**config.mk**
```make
export PLATFORM = sky130hd
export DESIGN_NAME = neuron_seq_ctrl
export DESIGN_NICKNAME = d
export VERILOG_FILES = /design/src/rtl/neuron_pkg.sv /design/src/rtl/float_adder.sv /design/src/rtl/float_mult.sv /design/src/rtl/neuron_mac_dp.sv /design/src/rtl/neuron_seq_ctrl.sv
export SDC_FILE = /design/constraint.sdc
export NUM_CORES = 2
export LEC_CHECK = 0
export ABC_AREA = 1
export BUFFER_PORTS_ARGS = -buffer_cell sky130_fd_sc_hd__clkbuf_2
export CORE_MARGIN = 4
export CORE_UTILIZATION = 41
export CTS_BUF_LIST = sky130_fd_sc_hd__clkbuf_8
export CTS_CLUSTER_SIZE = 16
export DETAILED_ROUTE_END_ITERATION = 6
export SETUP_SLACK_MARGIN = 0.4
export SLEW_MARGIN = 10
export SYNTH_ARGS = -nofsm -noshare
export SYNTH_HDL_FRONTEND = slang
export SYNTH_SLANG_ARGS = --single-unit
```
**constraint.sdc**
```tcl
create_clock -name clk -period 100.6 [get_ports clk]
set_input_delay 25.15 -clock clk [delete_from_list [all_inputs] [get_ports clk]]
set_output_delay 25.15 -clock clk [all_outputs]
set_load 0.05 [all_outputs]
```
**src/rtl/neuron_pkg.sv**
```systemverilog
// rtl/neuron_pkg.sv - shared types and constants for the neuron sequencer
// Purpose: FSM state encoding, FP32 width and the FP32 +0.0 constant.
// Ports: none (package).
package neuron_pkg;

  localparam int FP_W = 32;
  localparam logic [FP_W-1:0] FP_ZERO = 32'h00000000;

  typedef enum logic [2:0] {
    S_IDLE,
    S_FETCH,
    S_MAC,
    S_BIAS,
    S_OUT
  } state_e;

endpackage

```
**src/rtl/float_adder.sv**
```systemverilog
// rtl/float_adder.sv - combinational FP32 adder, round-to-nearest-even
// Purpose: y = a + b for normal operands with guard/round/sticky rounding;
//          subnormals flush to zero, exact cancellation yields +0.0.
// Ports: a, b - FP32 operands; y - FP32 sum.
module float_adder (
  input  logic [31:0] a,
  input  logic [31:0] b,
  output logic [31:0] y
);

  logic        swap, sub, found, rnd, uflow;
  logic [31:0] x, z;
  logic [7:0]  d;
  logic [26:0] mx, mz, mz_sh, lost_mask, norm;
  logic [27:0] sum;
  logic [4:0]  lz;
  logic [9:0]  e;
  logic [23:0] frac_r;

  always_comb begin
    // x is the larger magnitude, so the aligned difference never goes negative.
    swap = (b[30:0] > a[30:0]);
    x    = swap ? b : a;
    z    = swap ? a : b;
    sub  = x[31] ^ z[31];
    d    = x[30:23] - z[30:23];
    // Mantissa layout: hidden bit, 23 fraction bits, guard, round, sticky.
    mx   = {1'b1, x[22:0], 3'b000};
    mz   = (z[30:23] == 8'd0) ? 27'd0 : {1'b1, z[22:0], 3'b000};
    lost_mask = '0;
    if (d >= 8'd27) begin
      mz_sh = {26'd0, |mz};
    end else begin
      lost_mask = (27'd1 << d) - 27'd1;
      mz_sh     = (mz >> d) | {26'd0, |(mz & lost_mask)};
    end
    sum = sub ? ({1'b0, mx} - {1'b0, mz_sh}) : ({1'b0, mx} + {1'b0, mz_sh});

    lz    = 5'd0;
    found = 1'b0;
    for (int i = 26; i >= 0; i--) begin
      if (!found) begin
        if (sum[i]) found = 1'b1;
        else        lz = lz + 5'd1;
      end
    end

    e     = {2'b00, x[30:23]};
    uflow = 1'b0;
    if (sum[27]) begin
      norm = {sum[27:2], |sum[1:0]};
      e    = e + 10'd1;
    end else begin
      norm  = sum[26:0] << lz;
      e     = e - {5'd0, lz};
      uflow = ({3'd0, lz} >= x[30:23]);
    end

    rnd    = norm[2] & (norm[3] | norm[1] | norm[0]);
    frac_r = {1'b0, norm[25:3]} + {23'd0, rnd};
    if (frac_r[23]) e = e + 10'd1;

    y = {x[31], e[7:0], frac_r[22:0]};
    if (e >= 10'd255) y = {x[31], 8'hFF, 23'd0};
    // A cleared hidden bit after normalisation means the sum was exactly zero.
    if (!norm[26])  y = 32'd0;
    else if (uflow) y = {x[31], 31'd0};
    if (x[30:23] == 8'd0) y = {a[31] & b[31], 31'd0};
  end

endmodule

```
**src/rtl/float_mult.sv**
```systemverilog
// rtl/float_mult.sv - combinational FP32 multiplier, round-to-nearest-even
// Purpose: y = a * b for normal operands; subnormal inputs and underflowing
//          results flush to signed zero, overflow saturates to infinity.
// Ports: a, b - FP32 operands; y - FP32 product.
module float_mult (
  input  logic [31:0] a,
  input  logic [31:0] b,
  output logic [31:0] y
);

  logic [47:0] prod;
  logic [9:0]  e;
  logic [9:0]  e_out;
  logic [22:0] frac;
  logic [23:0] frac_r;
  logic        g, s, rnd, sign;

  always_comb begin
    sign = a[31] ^ b[31];
    prod = {24'd0, 1'b1, a[22:0]} * {24'd0, 1'b1, b[22:0]};
    // Sum of biased exponents; the bias is removed once below.
    e    = {2'b00, a[30:23]} + {2'b00, b[30:23]};
    if (prod[47]) begin
      frac = prod[46:24];
      g    = prod[23];
      s    = |prod[22:0];
      e    = e + 10'd1;
    end else begin
      frac = prod[45:23];
      g    = prod[22];
      s    = |prod[21:0];
    end
    rnd    = g & (s | frac[0]);
    frac_r = {1'b0, frac} + {23'd0, rnd};
    // Rounding 1.111..1 up carries into the exponent; fraction is already 0.
    if (frac_r[23]) e = e + 10'd1;
    // e_out is never below -127, so bit 9 doubles as a sign bit.
    e_out = e - 10'd127;
    y = {sign, e_out[7:0], frac_r[22:0]};
    if (!e_out[9] && (e_out[8:0] >= 9'd255)) y = {sign, 8'hFF, 23'd0};
    if (e_out[9] || (e_out == 10'd0)) y = {sign, 31'd0};
    if ((a[30:23] == 8'd0) || (b[30:23] == 8'd0)) y = {sign, 31'd0};
  end

endmodule

```
**src/rtl/neuron_mac_dp.sv**
```systemverilog
// rtl/neuron_mac_dp.sv - multiply-accumulate datapath for the neuron sequencer
// Purpose: sum = acc + (sel_bias ? bias : act * wt), purely combinational.
// Ports: acc, act, wt, bias - FP32 operands; sel_bias - addend select;
//        sum - FP32 result fed back into the controller's accumulator.
module neuron_mac_dp
  import neuron_pkg::*;
(
  input  logic [FP_W-1:0] acc,
  input  logic [FP_W-1:0] act,
  input  logic [FP_W-1:0] wt,
  input  logic [FP_W-1:0] bias,
  input  logic            sel_bias,
  output logic [FP_W-1:0] sum
);

  logic [FP_W-1:0] prod;
  logic [FP_W-1:0] addend;

  float_mult u_mult (
    .a (act),
    .b (wt),
    .y (prod)
  );

  assign addend = sel_bias ? bias : prod;

  float_adder u_add (
    .a (acc),
    .b (addend),
    .y (sum)
  );

endmodule

```
**src/rtl/neuron_seq_ctrl.sv**
```systemverilog
// rtl/neuron_seq_ctrl.sv - sequential FP32 neuron evaluation controller
// Purpose: evaluates sum(act[k]*wt[k], k=0..N_IN-1) + bias in strict index
//          order, one MAC per activation transfer, then presents the result.
// Ports: clk, rst (sync, active-high); start/bias - run request and bias;
//        busy - not idle; wt_addr/wt_data - weight ROM (1-cycle latency);
//        act_data/act_valid/act_ready - activation stream;
//        result_data/result_valid/result_ready - result handshake.
// Build option: NEURON_RELU_EN - clamp negative results (incl. -0.0) to +0.0.
module neuron_seq_ctrl
  import neuron_pkg::*;
#(
  parameter int N_IN   = 15,
  parameter int ADDR_W = 4
) (
  input  logic              clk,
  input  logic              rst,
  input  logic              start,
  input  logic [FP_W-1:0]   bias,
  output logic              busy,
  output logic [ADDR_W-1:0] wt_addr,
  input  logic [FP_W-1:0]   wt_data,
  input  logic [FP_W-1:0]   act_data,
  input  logic              act_valid,
  output logic              act_ready,
  output logic [FP_W-1:0]   result_data,
  output logic              result_valid,
  input  logic              result_ready
);

  localparam logic [ADDR_W-1:0] K_LAST = ADDR_W'(N_IN - 1);

  state_e            state_q, state_d;
  logic [ADDR_W-1:0] k_q, k_d;
  logic [ADDR_W-1:0] wt_addr_q, wt_addr_d;
  logic [FP_W-1:0]   acc_q, acc_d;
  logic [FP_W-1:0]   bias_q, bias_d;
  logic [FP_W-1:0]   sum;
  logic [FP_W-1:0]   out_val;
  logic              sel_bias;

  neuron_mac_dp u_dp (
    .acc      (acc_q),
    .act      (act_data),
    .wt       (wt_data),
    .bias     (bias_q),
    .sel_bias (sel_bias),
    .sum      (sum)
  );

  always_comb begin
    state_d   = state_q;
    k_d       = k_q;
    wt_addr_d = wt_addr_q;
    acc_d     = acc_q;
    bias_d    = bias_q;
    sel_bias  = 1'b0;
    act_ready = 1'b0;
    unique case (state_q)
      S_IDLE: begin
        if (start) begin
          bias_d    = bias;
          k_d       = '0;
          wt_addr_d = '0;
          acc_d     = FP_ZERO;
          state_d   = S_FETCH;
        end
      end
      // One dead cycle so the ROM output matches wt_addr before the MAC.
      S_FETCH: state_d = S_MAC;
      S_MAC: begin
        act_ready = 1'b1;
        if (act_valid) begin
          acc_d = sum;
          if (k_q == K_LAST) begin
            state_d = S_BIAS;
          end else begin
            k_d       = k_q + ADDR_W'(1);
            wt_addr_d = k_q + ADDR_W'(1);
            state_d   = S_FETCH;
          end
        end
      end
      S_BIAS: begin
        sel_bias = 1'b1;
        acc_d    = sum;
        state_d  = S_OUT;
      end
      S_OUT: begin
        if (result_ready) state_d = S_IDLE;
      end
      default: state_d = S_IDLE;
    endcase
  end

  always_ff @(posedge clk) begin
    if (rst) begin
      state_q   <= S_IDLE;
      k_q       <= '0;
      wt_addr_q <= '0;
      acc_q     <= FP_ZERO;
      bias_q    <= FP_ZERO;
    end else begin
      state_q   <= state_d;
      k_q       <= k_d;
      wt_addr_q <= wt_addr_d;
      acc_q     <= acc_d;
      bias_q    <= bias_d;
    end
  end

`ifdef NEURON_RELU_EN
  assign out_val = acc_q[31] ? FP_ZERO : acc_q;
`else
  assign out_val = acc_q;
`endif

  assign busy         = (state_q != S_IDLE);
  assign wt_addr      = wt_addr_q;
  assign result_valid = (state_q == S_OUT);
  // Gated so a partial accumulation is never visible outside OUT.
  assign result_data  = result_valid ? out_val : FP_ZERO;

endmodule

```
Word-level counts from Yosys, hierarchy flattened
Cells that the tools add are included.
{ "totals": {"register_bits": 71, "input_bits": 101, "out_inout_bits": 39, "wordCells": 235} }
{ "op_classes": {"add_sub_neg": 40, "mul": 1, "order_cmp": 5, "eq_ne": 9, "shift": 3, "n_mux": 141, "bitwise_logic": 10, "n_reduce_logical": 22} }
{ "ops": {"columns": ["cell", "count"], "rows": [
  ["$mux W5", 52],
  ["$mux W32", 8],
  ["$mux W31", 5],
  ["$add A5 B1 Y5 const B", 26],
  ["$pmux W32 S3", 1],
  ["$mux W27", 3],
  ["$mux W1", 57],
  ["$reduce_or A27 Y1", 2],
  ["$add A23 B1 Y24", 2],
  ["$mul A24 B24 Y48", 1],
  ["$mux W10", 4],
  ["$logic_not A8 Y1", 4],
  ["$gt A31 B31 Y1", 1],
  ["$add A27 B27 Y28", 1],
  ["$mux W28", 1],
  ["$sub A27 B27 Y28", 1],
  ["$and A27 B27 Y27", 1],
  ["$or A27 B1 Y27", 1],
  ["$shl A1 B8 Y27 const A", 1],
  ["$shl A27 B5 Y27", 1],
  ["$shr A27 B8 Y27", 1],
  ["$sub A27 B1 Y27 const B", 1],
  ["$mux W23", 1],
  ["$reduce_or A23 Y1", 1],
  ["38 further kinds", 54]
]} }

Depth between registers and ports, before layout
{ "logic_depth": {"ltp_word": 118, "mapped_depth": 223, "mapped_depth_nobuf": 215} }

Hierarchy
Synthesis repeated with hierarchy kept, for this count alone.
{ "hier_totals": {"cells_unflattened": 6731, "area_unflattened_um2": 40869.2} }
{ "modules_own_cells": {"columns": ["module", "n_inst", "cells_each", "area_each_um2"], "rows": [
  ["float_mult", 1, 3416, 23413.7],
  ["float_adder", 1, 2683, 13638.1],
  ["neuron_seq_ctrl", 1, 528, 3325.7],
  ["neuron_mac_dp", 1, 104, 491.7]
]} }

Least setup slack after synthesis
Ideal clock, no wire load.
{ "synth_path": {"path_kind": "in2reg", "startpoint": "input wt_data[5]", "endpoint": "register acc_q[26]", "setup_time_ns": 0.114, "arrival_time_ns": 51.585, "path_slack_ns": 48.901, "stages": 204, "path_buffers": 8, "cell_sequence": "clkbuf_1 > nand2_1 > fa_1 > inv_1 > fa_1 > inv_1 > fa_1 > inv_1 > fa_1 > inv_1 > fa_1 > inv_1 > fa_1 > inv_1 > fa_1 > inv_1 > ha_1 > nand2_1 > (+168 left out) > nand2_1 > a21oi_1 > o21ai_0 > o21ai_0 > xor2_1 > nor2_1 > nand3_1 > xnor2_1 > nand4_1 > nand2_1 > inv_1 > nand2_1 > nor2_4 > nand2_2 > buf_6 > nand3_1 > nand2_1 > a21oi_2"} }
{ "synth_via": {"elab_chain_cells": 118, "elab_cells_between_ends": 193} }
{ "synth_rtl": {"columns": ["item", "line", "rtl"], "rows": [
  ["start: declaration", "neuron_seq_ctrl.sv:21", "input logic [FP_W-1:0] wt_data,"],
  ["$mul A24 B24 Y48 (*)", "float_mult.sv:20", "prod = {24'd0, 1'b1, a[22:0]} * {24'd0, 1'b1, b[22:0]};"],
  ["$reduce_or A23 Y1 / $reduce_or A22 Y1 (equally long branches)", "float_mult.sv:26, float_mult.sv:31", null],
  ["$mux W1", "float_mult.sv:23", "if (prod[47]) begin"],
  ["$or A1 B1 Y1", "float_mult.sv:33", "rnd = g & (s | frac[0]);"],
  ["$and A1 B1 Y1", "float_mult.sv:33", null],
  ["$add A23 B1 Y24", "float_mult.sv:34", "frac_r = {1'b0, frac} + {23'd0, rnd};"],
  ["$mux W10", "float_mult.sv:36", "if (frac_r[23]) e = e + 10'd1;"],
  ["$sub A10 B7 Y10", "float_mult.sv:38", "e_out = e - 10'd127;"],
  ["(+102 left out)", null, null],
  ["$mux W10", "float_adder.sv:61", "if (frac_r[23]) e = e + 10'd1;"],
  ["$ge A10 B8 Y1", "float_adder.sv:64", "if (e >= 10'd255) y = {x[31], 8'hFF, 23'd0};"],
  ["$mux W31", "float_adder.sv:64", null],
  ["$mux W31", "float_adder.sv:67", "else if (uflow) y = {x[31], 31'd0};"],
  ["$mux W32", "float_adder.sv:66", "if (!norm[26]) y = 32'd0;"],
  ["$mux W32 (*)", "float_adder.sv:68", "if (x[30:23] == 8'd0) y = {a[31] & b[31], 31'd0};"],
  ["$mux W32", "neuron_seq_ctrl.sv:72", "if (act_valid) begin"],
  ["$pmux W32 S3 (*)", "neuron_seq_ctrl.sv:58", "unique case (state_q)"],
  ["end signal: assignment", "neuron_seq_ctrl.sv:100", "acc_q <= FP_ZERO;"],
  ["end signal: assignment", "neuron_seq_ctrl.sv:106", "acc_q <= acc_d;"],
  ["end: declaration", "neuron_seq_ctrl.sv:35", "logic [FP_W-1:0] acc_q, acc_d;"]
]} }
Every way passes the cells marked *; elsewhere a longest branch is shown, timed or not. The select of a mux whose other input is x is not followed.
A chain may end at the register's enable or synchronous reset.

Worst setup path after layout
{ "layout_path": {"startpoint": "input act_data[11]", "endpoint": "register acc_q[23]"} }
{ "layout_via": {"elab_chain_cells": 118, "elab_cells_between_ends": 193} }
{ "layout_rtl": {"columns": ["item", "line", "rtl"], "rows": [
  ["start: declaration", "neuron_seq_ctrl.sv:22", "input logic [FP_W-1:0] act_data,"],
  ["$mul A24 B24 Y48 (*)", "float_mult.sv:20", null],
  ["$reduce_or A23 Y1 / $reduce_or A22 Y1 (equally long branches)", "float_mult.sv:26, float_mult.sv:31", null],
  ["$mux W1", "float_mult.sv:23", null],
  ["$or A1 B1 Y1", "float_mult.sv:33", null],
  ["$and A1 B1 Y1", "float_mult.sv:33", null],
  ["$add A23 B1 Y24", "float_mult.sv:34", null],
  ["$mux W10", "float_mult.sv:36", null],
  ["$sub A10 B7 Y10", "float_mult.sv:38", null],
  ["(+102 left out)", null, null],
  ["$mux W10", "float_adder.sv:61", null],
  ["$ge A10 B8 Y1", "float_adder.sv:64", null],
  ["$mux W31", "float_adder.sv:64", null],
  ["$mux W31", "float_adder.sv:67", null],
  ["$mux W32", "float_adder.sv:66", null],
  ["$mux W32 (*)", "float_adder.sv:68", null],
  ["$mux W32", "neuron_seq_ctrl.sv:72", null],
  ["$pmux W32 S3 (*)", "neuron_seq_ctrl.sv:58", null]
]} }
Marked as above.

==> impl_metrics.env <==
export IMPL_tightest_slew_ns=1.01
export IMPL_placement_rows=114
export IMPL_use_met1_pct=32.6
export IMPL_use_met3_pct=3.07
export IMPL_outcome="finished, final reports clean"
export IMPL_syn_avg_cell_area_sq_um=6.36
export IMPL_min_period_ns=57.91
export IMPL_synth_seq_cells=71
export IMPL_yosysSeqAreaShare_pct=3.51
export IMPL_chipHeight_um=322
export IMPL_h_tree_depth=3
export IMPL_place_ws_ns=42.74
export IMPL_tns_ns=0
export IMPL_fin_nets=7205
export IMPL_drive_gt1_share_pct=8.98
export IMPL_drt_wl_total_um=128000
export IMPL_mappedNetlistNets=7248
export IMPL_fin_crit_sh_pct=57.6
export IMPL_finClkSkew_ns=0.0140
export IMPL_fin_util_pct=43.0
export IMPL_clock_sinks=71
export IMPL_yosysWarnings=0
export IMPL_synthFlopType="dfxtp_1"
export IMPL_vias_per_cell=5.10
export IMPL_slew_headroom_pct=32.1
export IMPL_antenna_cells=0
export IMPL_cp_common_cell="nand2_1"
export IMPL_met2_usage_pct=42.9
export IMPL_ctsResizeCount=0
export IMPL_syn_inst=6362
export IMPL_criticalPathCategory="in -> reg"
export IMPL_grt_pass1_vias=38774
export IMPL_fp_dieW_um=322
export IMPL_grt_overflow=0
export IMPL_rsz0062_at_grt="false"
export IMPL_wl_per_cell_um=16.8
export IMPL_slowest_stage="buf_4"
export IMPL_worstSkewPairLatency_ns=0.36
export IMPL_dp_hpwl_um=104000
export IMPL_grt_max_degree=97
export IMPL_synth_top_cells_by_area="fa_1 (24%), nand2_1 (17%), inv_1 (14%)"
export IMPL_drt_iter0_markers=2961
export IMPL_antenna_found_initial=1
export IMPL_postCtsHoldBufs=0
export IMPL_stdcell_count=7600
export IMPL_maxCapViolations=0
export IMPL_crit_required_ns=100.82
export IMPL_syn_area_sq_um=40500
export IMPL_place_congestion=0.941
export IMPL_area_growth_syn_to_layout_pct=3.36
export IMPL_cts_tree="yes"
export IMPL_post_route_drc_count=0
export IMPL_synth_cell_types=84
export IMPL_synth_top_area_cell="fa_1"
export IMPL_cts_setup_buffers=0
export IMPL_initial_core_util_pct=41.6
export IMPL_gr_usage_all_layers_pct=24.7
export IMPL_cts_made_buffers=9
export IMPL_arrival_ns=58.14
export IMPL_hp_class="reg -> reg"
export IMPL_cts_root_buf="clkbuf_8"
export IMPL_setup_viol=0
export IMPL_ioPinCount=140
export IMPL_start_kind="input pin"
export IMPL_fmax_ghz=0.0173
export IMPL_hold_viol_final=0
export IMPL_first_pass_iters=7
export IMPL_synth_edf_count=0
export IMPL_setup_ws_ns=42.69
export IMPL_grt_busiest_layer="met2"
export IMPL_dieArea_sq_um=104000
export IMPL_coreArea_sq_um=97300
export IMPL_critPathCaptureType="flip-flop"
export IMPL_cts_buffer_depth=2
export IMPL_yosys_area_top_type_share_pct=24.0
export IMPL_synth_async_reset_ratio_pct=0
export IMPL_clk_pin_slew_ns=0.08
export IMPL_route_antenna_remaining_nets=0
export IMPL_grt_pass1_wl_um=206000
export IMPL_worstPathMaxFanout=96
export IMPL_vias=38776
export IMPL_placed_cells=7584
export IMPL_cpPeakStageDelay_ns=0.70
export IMPL_synth_most_common_cell="nand2_1"
export IMPL_drv_slew=0
export IMPL_synthTopCellsByCount="nand2_1 (1,810), inv_1 (1,466), fa_1 (485)"
export IMPL_portBuffers=139
-- worst paths after layout --
| path | start | end | slack, ns | depth (start not counted) |
|---|---|---|---|---|
| setup reg to reg | state_q[1]$_SDFFE_PP0P_ | acc_q[23]$_SDFFE_PP0P_ | 75.05 | 149 |
| hold reg to reg | bias_q[31]$_SDFFE_PP0P_ | bias_q[31]$_SDFFE_PP0P_ | 0.46 | 2 |
| setup / recovery | act_data[11] | acc_q[23]$_SDFFE_PP0P_ | 42.69 | 194 |
| hold / removal | bias_q[31]$_SDFFE_PP0P_ | bias_q[31]$_SDFFE_PP0P_ | 0.46 | 2 |
-- cell usage in the layout (no fill, tap or decap), types with 19 or more instances in the layout --
cell / Yosys / layout
nand3_1: 425 / 425
dfxtp_1: 71 / 71
nand3b_1: 30 / 30
inv_2: 29 / 30
nor2_2: 38 / 39
o22ai_1: 20 / 20
inv_1: 1466 / 1465
nor2_4: 19 / 19
fa_1: 485 / 485
o21ai_0: 186 / 186
o21ai_1: 31 / 30
nand4_1: 103 / 103
nand2_2: 118 / 118
nand3_2: 30 / 30
nand2_1: 1810 / 1810
a21oi_1: 192 / 192
xnor2_1: 24 / 24
ha_1: 300 / 300
clkbuf_2: 0 / 139
xor2_1: 68 / 68
nand2_4: 58 / 58
nor2_1: 379 / 378
nor3_1: 39 / 38
-- state kept, by name, indices dropped and copies added, names as in the netlist --
register and cells:
bias_q 32, state_q 3, wt_addr 4, acc_q 32
-- through the flow --
| stage | hold slack, ns | instance area [sq um] |
|---|---|---|
| 2_1_floorplan | 0.424 | 40500 |
| 3_3_place_gp | 0.443 | 41600 |
| 3_5_place_dp | 0.448 | 41600 |
| 4_1_cts | 0.459 | 41800 |
| 5_1_grt | 0.471 | 41800 |
| 6_report | 0.456 | 41800 |
-- area by class of cell --
| type | instances | area, sq um |
|---|---|---|
| clock inverters | 7 | 96.3 |
| fillers | 10526 | 55500 |
| clock buffers | 9 | 124 |
| flip-flops and latches | 71 | 1420 |
| multi-input cells | 4564 | 32000 |
| inverters | 1519 | 5740 |
| well taps | 1276 | 1600 |
| repair buffers | 154 | 808 |
-- metal layers --
metal / wire length [um] / part of all wire [%]
met4: 3820 / 3.0
met3: 8950 / 7.0
met1: 54800 / 43
met2: 60400 / 47
met5: 0 / 0
-- worst max-delay path: cells and delay by family --
kind	cells	cell delay (ns)
AO/OA/AOI/OAI	38	7.06
XOR/XNOR	1	0.20
adder cells (fa/ha/maj)	28	9.13
buffers and inverters	27	3.39
AND/OR/NAND/NOR	100	13.10
-- cell families (layout without fill, tap and decap cells) --
group | after synthesis | in the layout | share of synthesized area, %
AO/OA/AOI/OAI | 545 | 545 | 7.71
XOR/XNOR | 98 | 98 | 2.32
multiplexers | 3 | 3 | 0.0742
flip-flops | 71 | 71 | 3.51
AND/OR/NAND/NOR | 3133 | 3133 | 35.8
buffers and inverters | 1727 | 1689 | 17.3
adder cells (fa/ha/maj) | 785 | 785 | 33.3
Power is not shown: default switching activity piles up to over one toggle a cycle in this logic, so the estimate is an artifact.
